`src/rtl/ram_pkg.sv`:
```
// Shared defaults and the round-robin grant function used by both arbiters
// of the two-port RAM front end.
package ram_pkg;

    localparam int unsigned DEF_NUM_REQ    = 4;
    localparam int unsigned DEF_DATA_WIDTH = 32;
    localparam int unsigned DEF_DEPTH      = 16;

    // Upper bound on requesters the grant function handles.
    localparam int unsigned MAX_REQ   = 32;
    localparam int unsigned MAX_IDX_W = 5;

    // One-hot grant to the first set bit of req at or above ptr, wrapping at n.
    function automatic logic [MAX_REQ-1:0] rr_grant(
        input logic [MAX_REQ-1:0] req,
        input int unsigned        ptr,
        input int unsigned        n
    );
        logic [MAX_REQ-1:0]   g;
        logic                 found;
        int unsigned          idx;
        logic [MAX_IDX_W-1:0] sel;
        g     = '0;
        found = 1'b0;
        for (int unsigned k = 0; k < MAX_REQ; k++) begin
            if (k < n) begin
                idx = ptr + k;
                if (idx >= n) idx = idx - n;
                sel = idx[MAX_IDX_W-1:0];
                if (!found && req[sel]) begin
                    g[sel] = 1'b1;
                    found  = 1'b1;
                end
            end
        end
        return g;
    endfunction

endpackage

```
`src/rtl/rr_arbiter.sv`:
```
// Round-robin arbiter with its own priority pointer; combinational grant,
// pointer advances past the winner.
module rr_arbiter
    import ram_pkg::*;
#(
    parameter int unsigned NUM_REQ = DEF_NUM_REQ,
    localparam int unsigned IDX_W  = (NUM_REQ > 1) ? $clog2(NUM_REQ) : 1
) (
    input  logic               clock,
    input  logic               reset,
    input  logic [NUM_REQ-1:0] req,
    output logic [NUM_REQ-1:0] grant,
    output logic [IDX_W-1:0]   grant_idx
);

    logic [IDX_W-1:0]   ptr_q;
    logic [IDX_W-1:0]   ptr_d;
    logic [MAX_REQ-1:0] req_ext;
    logic [MAX_REQ-1:0] grant_ext;

    always_comb begin
        req_ext                = '0;
        req_ext[NUM_REQ-1:0]   = req;
        grant_ext              = rr_grant(req_ext, 32'(ptr_q), NUM_REQ);
        // Grants are suppressed while reset is held low.
        grant                  = reset ? grant_ext[NUM_REQ-1:0] : '0;
        grant_idx              = '0;
        for (int unsigned i = 0; i < NUM_REQ; i++) begin
            if (grant[i]) grant_idx = IDX_W'(i);
        end
        ptr_d = ptr_q;
        if (|grant) begin
            if (grant_idx == IDX_W'(NUM_REQ - 1)) ptr_d = '0;
            else                                  ptr_d = grant_idx + 1'b1;
        end
    end

    always_ff @(posedge clock) begin
        if (!reset) ptr_q <= '0;
        else        ptr_q <= ptr_d;
    end

endmodule

```
`src/rtl/ram_tp_arbiter.sv`:
```
// Shares one write port and one registered-read port of a RAM between
// NUM_REQ requesters, routing each read response back to its issuer.
module ram_tp_arbiter
    import ram_pkg::*;
#(
    parameter int unsigned NUM_REQ    = DEF_NUM_REQ,
    parameter int unsigned DATA_WIDTH = DEF_DATA_WIDTH,
    parameter int unsigned DEPTH      = DEF_DEPTH,
    localparam int unsigned ADDR_WIDTH = $clog2(DEPTH),
    localparam int unsigned IDX_W      = (NUM_REQ > 1) ? $clog2(NUM_REQ) : 1
) (
    input  logic                          clock,
    input  logic                          reset,
    input  logic [NUM_REQ-1:0]            wr_valid,
    output logic [NUM_REQ-1:0]            wr_ready,
    input  logic [NUM_REQ*ADDR_WIDTH-1:0] wr_addr,
    input  logic [NUM_REQ*DATA_WIDTH-1:0] wr_data,
    input  logic [NUM_REQ-1:0]            rd_valid,
    output logic [NUM_REQ-1:0]            rd_ready,
    input  logic [NUM_REQ*ADDR_WIDTH-1:0] rd_addr,
    output logic [NUM_REQ-1:0]            rsp_valid,
    output logic [DATA_WIDTH-1:0]         rsp_data,
    output logic                          ram_cen,
    output logic                          ram_wen,
    output logic [ADDR_WIDTH-1:0]         ram_waddr,
    output logic [DATA_WIDTH-1:0]         ram_wdata,
    output logic                          ram_ren,
    output logic [ADDR_WIDTH-1:0]         ram_raddr,
    input  logic [DATA_WIDTH-1:0]         ram_rdata
);

    logic [NUM_REQ-1:0] wr_grant;
    logic [NUM_REQ-1:0] rd_grant;
    logic [IDX_W-1:0]   wr_idx;
    logic [IDX_W-1:0]   rd_idx;
    logic [NUM_REQ-1:0] rsp_sel_q;
    logic [NUM_REQ-1:0] rsp_sel_d;

    rr_arbiter #(.NUM_REQ(NUM_REQ)) u_wr_arb (
        .clock     (clock),
        .reset     (reset),
        .req       (wr_valid),
        .grant     (wr_grant),
        .grant_idx (wr_idx)
    );

    rr_arbiter #(.NUM_REQ(NUM_REQ)) u_rd_arb (
        .clock     (clock),
        .reset     (reset),
        .req       (rd_valid),
        .grant     (rd_grant),
        .grant_idx (rd_idx)
    );

    always_comb begin
        wr_ready  = wr_grant;
        rd_ready  = rd_grant;
        ram_wen   = reset & (|wr_valid);
        ram_ren   = reset & (|rd_valid);
        ram_cen   = ram_wen | ram_ren;
        ram_waddr = '0;
        ram_wdata = '0;
        ram_raddr = '0;
        // Buses stay at zero unless a slice actually holds the grant.
        if (|wr_grant) begin
            ram_waddr = wr_addr[32'(wr_idx)*ADDR_WIDTH +: ADDR_WIDTH];
            ram_wdata = wr_data[32'(wr_idx)*DATA_WIDTH +: DATA_WIDTH];
        end
        if (|rd_grant) begin
            ram_raddr = rd_addr[32'(rd_idx)*ADDR_WIDTH +: ADDR_WIDTH];
        end
        rsp_sel_d = rd_grant;
        // A response in flight when reset asserts is dropped.
        rsp_valid = reset ? rsp_sel_q : '0;
        rsp_data  = ram_rdata;
    end

    always_ff @(posedge clock) begin
        if (!reset) rsp_sel_q <= '0;
        else        rsp_sel_q <= rsp_sel_d;
    end

endmodule

```
`config.mk`:
```
export PLATFORM = sky130hd
export DESIGN_NAME = ram_tp_arbiter
export DESIGN_NICKNAME = d
export VERILOG_FILES = /design/src/rtl/ram_pkg.sv /design/src/rtl/rr_arbiter.sv /design/src/rtl/ram_tp_arbiter.sv
export SDC_FILE = /design/constraint.sdc
export NUM_CORES = 1
export LEC_CHECK = 0
export CAP_MARGIN = 5
export CORE_MARGIN = 8
export CORE_UTILIZATION = 31
export CTS_CLUSTER_DIAMETER = 50
export CTS_CLUSTER_SIZE = 24
export DETAILED_ROUTE_END_ITERATION = 10
export PLACE_DENSITY = 0.83
export SLEW_MARGIN = 20
export SYNTH_ARGS = -nofsm -noshare
export SYNTH_HDL_FRONTEND = slang
export SYNTH_SLANG_ARGS = --single-unit
```
`constraint.sdc`:
```
create_clock -name clock -period 4.99 [get_ports clock]
set_input_delay 0.998 -clock clock [delete_from_list [all_inputs] [get_ports clock]]
set_output_delay 0.998 -clock clock [all_outputs]
set_load 0.03 [all_outputs]
```
# Word level (Yosys, flattened, before mapping)
# Index checks and enable logic that the tools add are counted.
# totals
ff_bits	8
input_bits	202
output_inout_bits	87
# classes
addsub	16
order_cmp	24
n_eq_ne	2
shifts	3
muxes	68
bitwise	9
reduce_logical	24
# op_table
op	count
32-bit by 3-bit >= comparator with 1-bit output, second input constant	6
128-bit by 8-bit indexed part select with 32-bit output	1
4-bit 2-to-1 mux	13
5-bit by 6-bit < comparator with 1-bit output, second input constant	8
1-bit binary-select mux with 5-bit select	8
1-bit demux with 5-bit select	8
5-bit by 1-bit >= comparator with 1-bit output, second input constant	8
5-bit 2-to-1 mux	8
32-bit 2-to-1 mux	1
16-bit by 5-bit indexed part select with 4-bit output	2
5-bit by 3-bit subtractor with 5-bit output, second input constant	6
1-bit 2-to-1 mux	24
4-bit OR	6
4-bit OR reduction	4
1-bit logical AND	14
2-bit by 2-bit adder with 3-bit output, second input constant	4
2-bit 2-to-1 mux	6
2-bit by 3-bit subtractor with 4-bit output, second input constant	2
2-bit by 1-bit adder with 3-bit output, second input constant	2
2-bit by 3-bit >= comparator with 1-bit output, second input constant	2
1-bit logical NOT	6
2-bit by 1-bit adder with 2-bit output, second input constant	2
2-bit == test, second input constant	2
1-bit AND	2
1-bit OR	1

# Longest topological paths before layout
# logic_depth
depth_word	20
depth_mapped	14

# By module
# Synthesis repeated with hierarchy kept, for this count alone.
# unflattened
cells_unflattened	270
area_unflattened_um2	2884.0
# by_module_without_submodules
mod	n_inst	cells_per_inst	area_each_um2	seq_area_each_um2
ram_tp_arbiter	1	141	1717.9	80.1
rr_arbiter at u_rd_arb	1	68	621.8	40.0
rr_arbiter at u_wr_arb	1	61	544.3	40.0

# Worst setup path before layout
# OpenSTA, ideal clock, no wires.
# synth_timing
path_kind	register to output
start	register u_wr_arb.ptr_q[0]
end	output port ram_waddr[3]
arrival_ps	3524
slack_ps	468
stages_incl_launch_ff	15
n_path_buf	3
path_cell_list	dfxtp_1 -> buf_6 -> inv_1 -> ha_1 -> mux4_2 -> nor2b_1 -> nand4_2 -> nor2_1 -> o31ai_4 -> inv_2 -> a21oi_2 -> buf_6 -> buf_4 -> a221oi_1 -> a211oi_1
# synth_via
elab_cells_between_ends	66
cone_classes	7 x add/sub; 12 x order compare; 1 x shift; 32 x mux; 3 x bitwise; 11 x reduce/logical
# synth_rtl
element	line_no	rtl
start: declaration	rr_arbiter.sv:16	logic [IDX_W-1:0] ptr_q;
start signal: assignment	rr_arbiter.sv:40	else ptr_q <= ptr_d;
parallel branches: the longest is 13 deep, another holds 32-bit by 3-bit >= comparator with 1-bit output	n/a	
4-bit 2-to-1 mux *	ram_pkg.sv:30	if (!found && req[sel]) begin
4-bit 2-to-1 mux *	rr_arbiter.sv:26	grant = reset ? grant_ext[NUM_REQ-1:0] : '0;
via wr_ready[3]	ram_tp_arbiter.sv:15	output logic [NUM_REQ-1:0] wr_ready,
2-bit 2-to-1 mux	rr_arbiter.sv:29	if (grant[i]) grant_idx = IDX_W'(i);
16-bit by 5-bit indexed part select with 4-bit output	ram_tp_arbiter.sv:66	ram_waddr = wr_addr[32'(wr_idx)*ADDR_WIDTH +: ADDR_WIDTH];
4-bit 2-to-1 mux *	ram_tp_arbiter.sv:65	if (|wr_grant) begin
end: declaration	ram_tp_arbiter.sv:25	output logic [ADDR_WIDTH-1:0] ram_waddr,
# Mark *: on every way through the listed nets, which the timed path passes. The select of a mux whose other input is x is not followed.

# Worst setup path after layout
# layout_timing
start	input port wr_valid[3]
end	output port ram_wdata[7]
# layout_via
elab_chain_cells	18
elab_cells_between_ends	31
cone_classes	1 x shift; 20 x mux; 3 x bitwise; 7 x reduce/logical
# layout_lines
element	line_no	rtl
start: declaration	ram_tp_arbiter.sv:14	input logic [NUM_REQ-1:0] wr_valid,
1-bit binary-select mux with 5-bit select	ram_pkg.sv:30	
1-bit 2-to-1 mux (implied by the code)	ram_pkg.sv:30	
1-bit 2-to-1 mux	ram_pkg.sv:30	
1-bit logical NOT	ram_pkg.sv:30	
1-bit logical AND	ram_pkg.sv:30	
1-bit 2-to-1 mux	ram_pkg.sv:30	
1-bit logical NOT	ram_pkg.sv:30	
1-bit logical AND	ram_pkg.sv:30	
1-bit 2-to-1 mux	ram_pkg.sv:30	
1-bit logical NOT	ram_pkg.sv:30	
1-bit logical AND	ram_pkg.sv:30	
4-bit 2-to-1 mux *	ram_pkg.sv:30	
4-bit 2-to-1 mux *	rr_arbiter.sv:26	
1-bit 2-to-1 mux	rr_arbiter.sv:29	
2-bit 2-to-1 mux (2 in a row)	rr_arbiter.sv:29	
128-bit by 8-bit indexed part select with 32-bit output	ram_tp_arbiter.sv:67	ram_wdata = wr_data[32'(wr_idx)*DATA_WIDTH +: DATA_WIDTH];
32-bit 2-to-1 mux *	ram_tp_arbiter.sv:65	
end: declaration	ram_tp_arbiter.sv:26	output logic [DATA_WIDTH-1:0] ram_wdata,
# Every way passes the cells marked *; elsewhere a longest branch is shown, timed or not. The select of a mux whose other input is x is not followed.

==> summary.md <==
| Metric | Value |
|---|---|
| Outcome | completed |
| Initial DRT Pass Iterations | 5 |
| Non-filler cells, final | 648 |
| Register area share after synthesis | 0.0530 |
| Largest area contributor in the netlist | mux2i_1 |
| Die Span X | 115 microns |
| Number of nets still failing antenna checks after routing | 0 |
| IO Port Bufs | roughly 220 |
| Dpl cells | around 640 |
| Slowest stage cell, crit path | clkdlybuf4s50_1 |
| Vias | 3,584 |
| Achievable clock frequency | 0.206 GHz |
| CP Data Arrival Time | 3.86 ns |
| Most frequent cells after synthesis | mux2i_1 (48), buf_4 (37), a211oi_2 (30) |
| Rows | 36 |
| Crit path kind | in2out |
| Final setup violation count | 0 |
| First-pass GRT wire length | 20,100 microns |
| Die span in y | ~110 microns |
| CP Launch Type | primary input |
| Area contributors post-synth | mux2i_1 (16%), a211oi_2 (12%), buf_4 (9.2%) |
| Final Hold Viols | 0 |
| Syn Nets | 553 |
| HP Class | reg2reg |
| Total of max-cap violations | 0 |
| Initial core utilization | 0.315 |
| Fraction of registers with async set/reset | 0 |
| Final min period | 4.86 ns |
| CP Max Fanout | 38 |
| Unrepaired setup endpoints after global routing | no |
| Main synth FF type | dfxtp_1 |
| CTS H-tree lvls | 1 |
| Netlist cell types | 56 |
| Clock buffer depth | 2 |
| GRT Overall Usage | 0.189 |
| Most frequent cell after synthesis | mux2i_1 |
| Layout cells sized above 1 | 0.250 |
| FF/Latch Area | 160 sq um |
| Worst-margin pin slew | 0.532 ns |
| Vias per cell | about 5.5 |
| Cells after Synth | ~340 |
| Final TNS setup | 0 ns |
| Layout overhead on the synthesized area | 71.7% |
| DR DRC count | 0 |
| Slew headroom | 0.645 |
| Peak supply drop | ~0.46 mV |
| CTS clk-pin slew, worst paths | roughly 0.04 ns |
| DP Wirelength | 11,000 microns |
| CP peak stage delay | 0.50 ns |
| Top delay family on crit path | buffers and inverters |
| Cell Chain, Critical Path | clkdlybuf4s50_1 > mux4_2 > nor2b_1 > nand4_2 > nor2_2 > a2111oi_4 > buf_4 > o21ai_4 > buf_12 > a221oi_1 > a211oi_2 > buf_4 |
| Pin count of the biggest net entering global routing | 50 |
| Fin nets | 734 |
| Core Region | 0.00959 sq mm |
| Diodes inserted | 0 |
| Clk Latency, worst-skew pair | roughly 0.24 ns |
| I/O pins | 289 |
| Cell mode on critical path | buf_4 |
| GR Overflow Total | 0 |
| Clock Tree Root | clkbuf_8 |
| Area of the die | 0.0132 sq mm |
| Syn Std Cell Area | 0.00302 sq mm |
| Yosys Warn Count | 0 |
| CP bufs+invs | 4 |
| Pwr Density | 743 mW/mm^2 |
| Filler cells | 848 |
| Leak | 0.00206 uW |
| Mean Syn Cell Area | 8.99 sq um |
| Worst setup EP type | output pin |
| Post-synth EDFFs | 0 |
| Drt first-iter violations | 258 |
| Max-slew violation count | 0 |
| Final Skew | 0.00500 ns |
| Seq cells post-synth | 8 |
| RePlAce Congestion | 0.941 |
| Final Cycle Share | 0.974 |
| CTS buffer count | 3 |
| CTS tree | done |
| Top-area cell type share of the netlist area | 0.159 |
| Worst EP required | 3.99 ns |
| Clk sinks | 8 |
| WL final | roughly 14,000 microns |
| Drt wl/cell | between 20 and 25 microns |
| Area of the multi-input gates | 0.00241 sq mm |
| Vias in the first global route | 3,657 |
| Antenna violations before repair | 0 |
## stage by stage
step	area (sq um)	power [uW]	hold slack [ns]	worst slack, ns	util
after floorplan	3020	2650	0.496	0.468	-
after global placement	5070	3630	0.537	0.212	0.528
after detailed placement	5070	3690	0.577	0.0408	0.528
after CTS	5110	3790	0.581	0.0113	0.533
final	5180	3850	0.576	0.131	0.540
after global routing	5180	4100	0.595	0.00665	0.540
## worst reg2reg max path: stages, from the launching register on
cell	delay, ns
dfxtp_1	0.45
inv_1	0.19
ha_1	0.41
mux4_2	0.50
nor2b_1	0.15
nand4_2	0.13
nor2_2	0.07
a2111oi_4	0.44
buf_4	0.21
o21ba_1	0.13
and3_2	0.25
buf_12	0.20
a21oi_1	0.11
## flip-flops by register name, summed over array words and instances (netlist names)
name / flops
u_wr_arb.ptr_q: 2
rsp_sel_q: 4
u_rd_arb.ptr_q: 2
## where the power goes
group          leakage [uW]  internal [uW]  total [uW]  switching (uW)
clock network     0.0000216           52.6        82.0            29.4
registers         0.0000660           93.8         128            34.5
logic               0.00197           1510        3640            2140
## path summary, 6_finish.rpt
path                     start           endpoint  slack (ns)  depth (start not counted)
max                wr_valid[3]       ram_wdata[7]        0.13                         12
min          u_wr_arb.ptr_q[0]  u_wr_arb.ptr_q[0]        0.58                          2
max reg2reg  u_wr_arb.ptr_q[1]  u_wr_arb.ptr_q[0]        1.63                         12
min reg2reg  u_wr_arb.ptr_q[0]  u_wr_arb.ptr_q[0]        0.58                          2
## kinds of logic (layout without fill, tap and decap cells)
logic type | count (synthesis) | after routing | share of synthesized area
flops | 8 | 8 | 0.0530
mux | 59 | 59 | 0.220
compound gates | 109 | 109 | 0.366
buf+inv | 76 | 255 | 0.169
fa+ha+maj | 15 | 15 | 0.0622
simple gates | 69 | 69 | 0.130
## cell type report
class / instances / area share
inverter: 13 / 0.00941
tap: 133 / 0.0321
clock buffer: 3 / 0.00797
sequential: 8 / 0.0309
timing repair buffer: 239 / 0.455
multi-input combinational: 252 / 0.464
## timing repair
action,in CTS,in global routing
endpoints found under the hold margin,0,0
setup endpoints to repair,0,16
resized for setup,0,10
hold buffers,0,0
setup buffers,0,1
## placed cells by master, fill, tap and decap left out, drive strengths merged, types with 2 or more instances in the layout
cell type	Yosys	routed
and2	10	10
clkdlybuf4s50	0	184
a221oi	37	37
o31a	2	2
mux4	5	5
dfxtp	8	8
mux2	5	5
ha	15	15
o22ai	3	3
o21a	2	2
nand4	3	3
a21oi	5	5
o21ai	6	6
a211o	2	2
nor3	3	3
o221ai	3	3
nor4	4	4
and3	2	2
a211oi	40	40
mux2i	49	49
clkbuf	8	4
nor2b	2	2
inv	13	13
nand2b	3	3
nor2	12	12
and4	2	2
o31ai	3	3
nor4b	2	2
nand2	14	14
nand3	5	5
buf	55	54
## layer usage
metal	track usage	wire length, microns
met5	0	0
met4	0.0417	201
met3	0.0728	1520
met2	0.325	6600
met1	0.215	5270
No activity file was read; power rests on OpenSTA's default activity.
